File: src/rtl/mux_arb_pkg.sv
// Shared constants and helpers for the N-channel valid/ready multiplexer.
package mux_arb_pkg;

   localparam logic MODE_ADDR = 1'b0;
   localparam logic MODE_RR   = 1'b1;

   function automatic int clog2(input int value);
      int r;
      r = 0;
      for (int i = 0; i < 31; i++) begin
         if ((1 << i) < value) r = i + 1;
      end
      return r;
   endfunction

endpackage

File: src/rtl/mux_arb_n_rr_pick.sv
// Rotating priority encoder: first requester strictly after ptr, wrapping modulo N.
module rr_pick
   import mux_arb_pkg::*;
#(
   parameter int N    = 32,
   parameter int SELW = 5
) (
   input  logic [N-1:0]    req,
   input  logic [SELW-1:0] ptr,
   output logic            found,
   output logic [SELW-1:0] idx
);

   // One extra bit so ptr+offset cannot wrap before the modulo-N fold.
   logic [SELW:0] cand;

   always_comb begin
      found = 1'b0;
      idx   = '0;
      cand  = '0;
      for (int i = 1; i <= N; i++) begin
         cand = {1'b0, ptr} + (SELW+1)'(i);
         if (cand >= (SELW+1)'(N)) cand = cand - (SELW+1)'(N);
         if (!found && req[cand[SELW-1:0]]) begin
            found = 1'b1;
            idx   = cand[SELW-1:0];
         end
      end
   end

endmodule

File: src/rtl/mux_arb_n.sv
// N-channel W-bit multiplexer with addressed or round-robin grant and a
// single registered output slot that is handed over with valid/ready.
module mux_arb_n
   import mux_arb_pkg::*;
#(
   parameter int N    = 32,
   parameter int W    = 32,
   parameter int SELW = 5
) (
   input  logic              clk,
   input  logic              rst,
   input  logic              en,
   input  logic              mode,
   input  logic [SELW-1:0]   sel,
   input  logic [N*W-1:0]    in_data,
   input  logic [N-1:0]      in_valid,
   output logic [N-1:0]      in_ready,
   output logic [W-1:0]      out_data,
   output logic [SELW-1:0]   out_chan,
   output logic              out_valid,
   input  logic              out_ready
);

   // Valid/ready: a beat moves when valid and ready are both high in the same
   // cycle; in_ready is one-hot on the granted channel and never waits on in_valid
   // of other channels, out_valid never depends on out_ready.

   if (SELW < clog2(N)) begin : g_selw_check
      $error("mux_arb_n: SELW too narrow for N");
   end

   logic            out_valid_q, out_valid_d;
   logic [W-1:0]    out_data_q,  out_data_d;
   logic [SELW-1:0] out_chan_q,  out_chan_d;
   logic [SELW-1:0] rr_ptr_q,    rr_ptr_d;

   logic            slot_free;
   logic            rr_found;
   logic [SELW-1:0] rr_idx;
   logic            addr_found;
   logic            cand_found;
   logic [SELW-1:0] cand_idx;
   logic            grant;

   rr_pick #(.N(N), .SELW(SELW)) u_rr_pick (
      .req   (in_valid),
      .ptr   (rr_ptr_q),
      .found (rr_found),
      .idx   (rr_idx)
   );

   assign slot_free = !out_valid_q || out_ready;

   // Out-of-range sel (possible when N is not a power of two) never grants.
   always_comb begin
      addr_found = 1'b0;
      if ({1'b0, sel} < (SELW+1)'(N)) addr_found = in_valid[sel];
   end

   assign cand_found = (mode == MODE_RR) ? rr_found : addr_found;
   assign cand_idx   = (mode == MODE_RR) ? rr_idx   : sel;
   assign grant      = !rst && en && slot_free && cand_found;

   always_comb begin
      in_ready = '0;
      if (grant) in_ready[cand_idx] = 1'b1;
   end

   always_comb begin
      out_valid_d = out_valid_q;
      out_data_d  = out_data_q;
      out_chan_d  = out_chan_q;
      rr_ptr_d    = rr_ptr_q;
      if (grant) begin
         out_valid_d = 1'b1;
         out_data_d  = in_data[cand_idx*W +: W];
         out_chan_d  = cand_idx;
         if (mode == MODE_RR) rr_ptr_d = cand_idx;
      end else if (slot_free) begin
         out_valid_d = 1'b0;
      end
   end

   // rr_ptr resets to N-1 so the first round-robin search starts at channel 0.
   always_ff @(posedge clk or posedge rst) begin
      if (rst) begin
         out_valid_q <= 1'b0;
         out_data_q  <= '0;
         out_chan_q  <= '0;
         rr_ptr_q    <= SELW'(N-1);
      end else begin
         out_valid_q <= out_valid_d;
         out_data_q  <= out_data_d;
         out_chan_q  <= out_chan_d;
         rr_ptr_q    <= rr_ptr_d;
      end
   end

   assign out_valid = out_valid_q;
   assign out_data  = out_data_q;
   assign out_chan  = out_chan_q;

endmodule

File: config.mk
export PLATFORM = sky130hd
export DESIGN_NAME = mux_arb_n
export DESIGN_NICKNAME = d
export VERILOG_FILES = /design/src/rtl/mux_arb_pkg.sv /design/src/rtl/mux_arb_n_rr_pick.sv /design/src/rtl/mux_arb_n.sv
export SDC_FILE = /design/constraint.sdc
export NUM_CORES = 1
export LEC_CHECK = 0
export ABC_AREA = 1
export CAP_MARGIN = 10
export CORE_AREA = 2 2 436 438
export CTS_BUF_LIST = sky130_fd_sc_hd__clkbuf_16
export DETAILED_ROUTE_END_ITERATION = 12
export DIE_AREA = 0 0 438 440
export PLACE_DENSITY = 0.3
export SLEW_MARGIN = 20
export SYNTH_ARGS = -nofsm -noshare
export SYNTH_HDL_FRONTEND = slang
export SYNTH_SLANG_ARGS = --single-unit
File: constraint.sdc
create_clock -name clk -period 7.1 [get_ports clk]
set_input_delay 1.42 -clock clk [delete_from_list [all_inputs] [get_ports clk]]
set_output_delay 1.42 -clock clk [all_outputs]
set_load 0.02 [all_outputs]
==> run metrics, run 1 <==
worst-margin pin slew 0.759 ns; setup ws final -0.261 ns; GR Util All Layers 20.4%; max-cap viol count 0; layout cell share with drive strength beyond 1 18.8%; Max Buffers Root-to-Sink 2; filler instances between 20,000 and 25,000; simple-gate share of the synthesized area 75.4%; most frequent cells in the layout nand2_1, clkdlybuf4s50_1, nand3_1; largest family of logic cells by synthesized area simple AND/OR/NAND/NOR gates; achievable frequency 136 MHz; Ports 1,136; critical path's slowest cell o21a_1; H-tree depth 2; die width 438 um; #FFs+latches synth 43; CP required 5.68 ns; Post-Synthesis Cells 4,339; Placer Congestion 0.873; slowest stage delay, CP 0.24 ns; Synth Warn # 0; Startpoint Class input port; CORE AREA about 190,000 sq um; num rows 160; GRT overflow 0; Setup TNS -6.54 ns; pin count of the biggest net entering global routing ~110; DRC 0; mapped cell area 19,700 sq um; drt wl/cell 26.3 um; total CTS buffers 5; CTS clock-pin slew for the worst setup and hold paths 0.07 ns; CP Max Fanout 7; CP most frequent cell buf_4; synth-to-layout area growth 107%; initial antenna violation count 37; mux contribution to synthesized area 0%; routed vias 33,100; Avg Cell Area, Syn 4.53 sq um; FFs w/ async S/R, synth 100%; initial drt markers approximately 2,200; Root Buffer clkbuf_16; CP Data Arrival Time 5.94 ns; RSZ-0062 raised after global routing yes; XOR/XNOR share of the synthesized area less than 1%; outcome complete, but fails checks; Post-synth top flop dfrtp_1; DIE AREA about 190,000 sq um; failing checks setup timing; fin crit share 104%; GRT busiest layer met2; fin. max-slew vios 0; Compound-Gate Fraction of Synth Area between 4 and 5%; Period minus WS final between 7 and 8 ns; GR Util met2 between 30% and 40%; Mapped Nets 5,418; clk sinks 43; port bufs 1,135; register area share after synthesis 5.51%; clock latency on the worst-skew pair 0.32 ns; Detailed Route WL 217 mm; clock skew 0.00905 ns; number of global-route vias before repair between 30,000 and 40,000; global-route wire length before repair 275 mm; global routing usage on met1 26.4%; die height 440 um; adder-cell share of the synthesized area less than 1%; final antenna-violating net count 0; Nets 6,819; DR pass1 iterations 5; final setup vio count 32; Hold Violations, Final 0; Initial Util 10.4%; CTS tree done; worst hold path type flip-flop to flip-flop; Post-synth EDFFs 0; Distinct cells, synth 56; Worst setup EP type primary output; DP HPWL 168 mm; commonest non-fill, non-tap cell in the layout nand2_1; worst rel slew slack 49.4%; met3 usage 4.38%; crit path kind input port to primary output; routed vias/inst between 4 and 5
-- path summary, 6_finish.rpt --
check	slack [ns]	end	start	depth (start not counted)
min	0.48	out_data[10]	out_data[10]	2
max in group asynchronous	4.61	out_data[19]	rst	3
min reg2reg	0.48	out_data[10]	out_data[10]	2
min in group asynchronous	1.98	out_data[26]	rst	3
max reg2reg	0.35	out_data[12]	rr_ptr_q[0]	47
max	-0.26	in_ready[3]	in_valid[30]	35
-- repair_timing --
action / 4_1_cts / 5_1_grt
buffers inserted: 83 / 42
resized for setup: 582 / 412
hold endpoints to repair: 0 / 0
gates cloned: 10 / 33
setup endpoints to repair: 64 / 64
hold buffers: 0 / 0
pin swaps: 96 / 98
-- stage by stage --
| step | std cells | hold slack (ns) | utilization (%) | worst slack, ns | area (sq um) |
|---|---|---|---|---|---|
| 2_1_floorplan | 4339 | 0.585 | - | 0.0221 | 19700 |
| 3_3_place_gp | 8081 | 0.464 | 18.9 | -1.37 | 35600 |
| 3_5_place_dp | 8081 | 0.466 | 18.9 | -1.34 | 35600 |
| 4_1_cts | 8181 | 0.486 | 20.1 | -0.271 | 37900 |
| 5_1_grt | 8256 | 0.496 | 21.5 | -0.571 | 40600 |
| 6_report | 8269 | 0.479 | 21.6 | -0.261 | 40700 |
-- cell families (layout without fill, tap and decap cells) --
family / count (synthesis) / count (layout)
buffers and inverters: 428 / 1830
adders and majority gates: 13 / 13
DFF: 43 / 43
AOI/OAI and AO/OA: 147 / 147
xor gates and xnor gates: 17 / 17
and+or+nand+nor: 3691 / 3691
other: 0 / 17
-- final cells by class --
class	instances	area, sq um	area share [%]
flip-flops and latches	43	1080	2.66
diodes	17	42.5	0.105
repair buffers	1690	17500	43.1
multi-input cells	3868	18200	44.7
inverters	132	532	1.31
well taps	2511	3140	7.73
clock inverters	3	43.8	0.108
clock buffers	5	125	0.308
-- worst max-delay path: cells and delay by family --
kind,cells,cell delay [ns]
and+or+nand+nor,17,1.99
AOI/OAI and AO/OA,2,0.44
buffers and inverters,16,2.07
-- routing by layer --
| layer | vias up | part of all wire, % | routed length (um) |
|---|---|---|---|
| li1 | 16300 | - | - |
| met1 | 15800 | 44 | 96000 |
| met2 | 934 | 49 | 105000 |
| met3 | 94 | 6.0 | 13000 |
| met4 | 24 | 1.2 | 2570 |
| met5 | - | 0.069 | 150 |
-- synthesized netlist by cell type, types with 6 or more instances --
cell type,n,share of area [%]
a31oi_1,8,0.25
xor2_1,12,0.53
buf_2,124,3.2
inv_2,13,0.25
o21ai_1,9,0.23
nand3b_1,7,0.27
nor2_4,7,0.40
ha_1,13,0.83
buf_6,43,2.5
nor2_1,98,1.9
nand2_1,2950,56
nor2_2,6,0.19
dfrtp_1,38,4.8
buf_8,13,0.99
nand4_1,14,0.45
nor3_1,8,0.20
o21ai_0,57,1.5
inv_1,115,2.2
o21a_1,6,0.23
clkbuf_1,29,0.55
a21oi_1,36,0.92
nand2_2,7,0.22
nand3_1,583,15
buf_4,80,3.1
-- registers in the layout, summed over array words and instances, names as in the netlist --
name and cells:
out_chan 5, out_data 32, out_valid 1, rr_ptr_q 5
Power of run 1 is not shown: default switching activity piles up to over one toggle a cycle in this logic, so the estimate is an artifact.
==> run 2, diff against run 1 <==
--- a/config.mk
+++ b/config.mk
@@ -9,6 +9,7 @@
 export CAP_MARGIN = 10
 export CORE_AREA = 2 2 436 438
 export CTS_BUF_LIST = sky130_fd_sc_hd__clkbuf_16
+export CTS_CLUSTER_SIZE = 28
 export DETAILED_ROUTE_END_ITERATION = 12
 export DIE_AREA = 0 0 438 440
 export PLACE_DENSITY = 0.3
==> results of run 2 <==
The final DEF is identical to that of run 1; final timing and power are the same.
Power of run 2 is left out for the same reason.
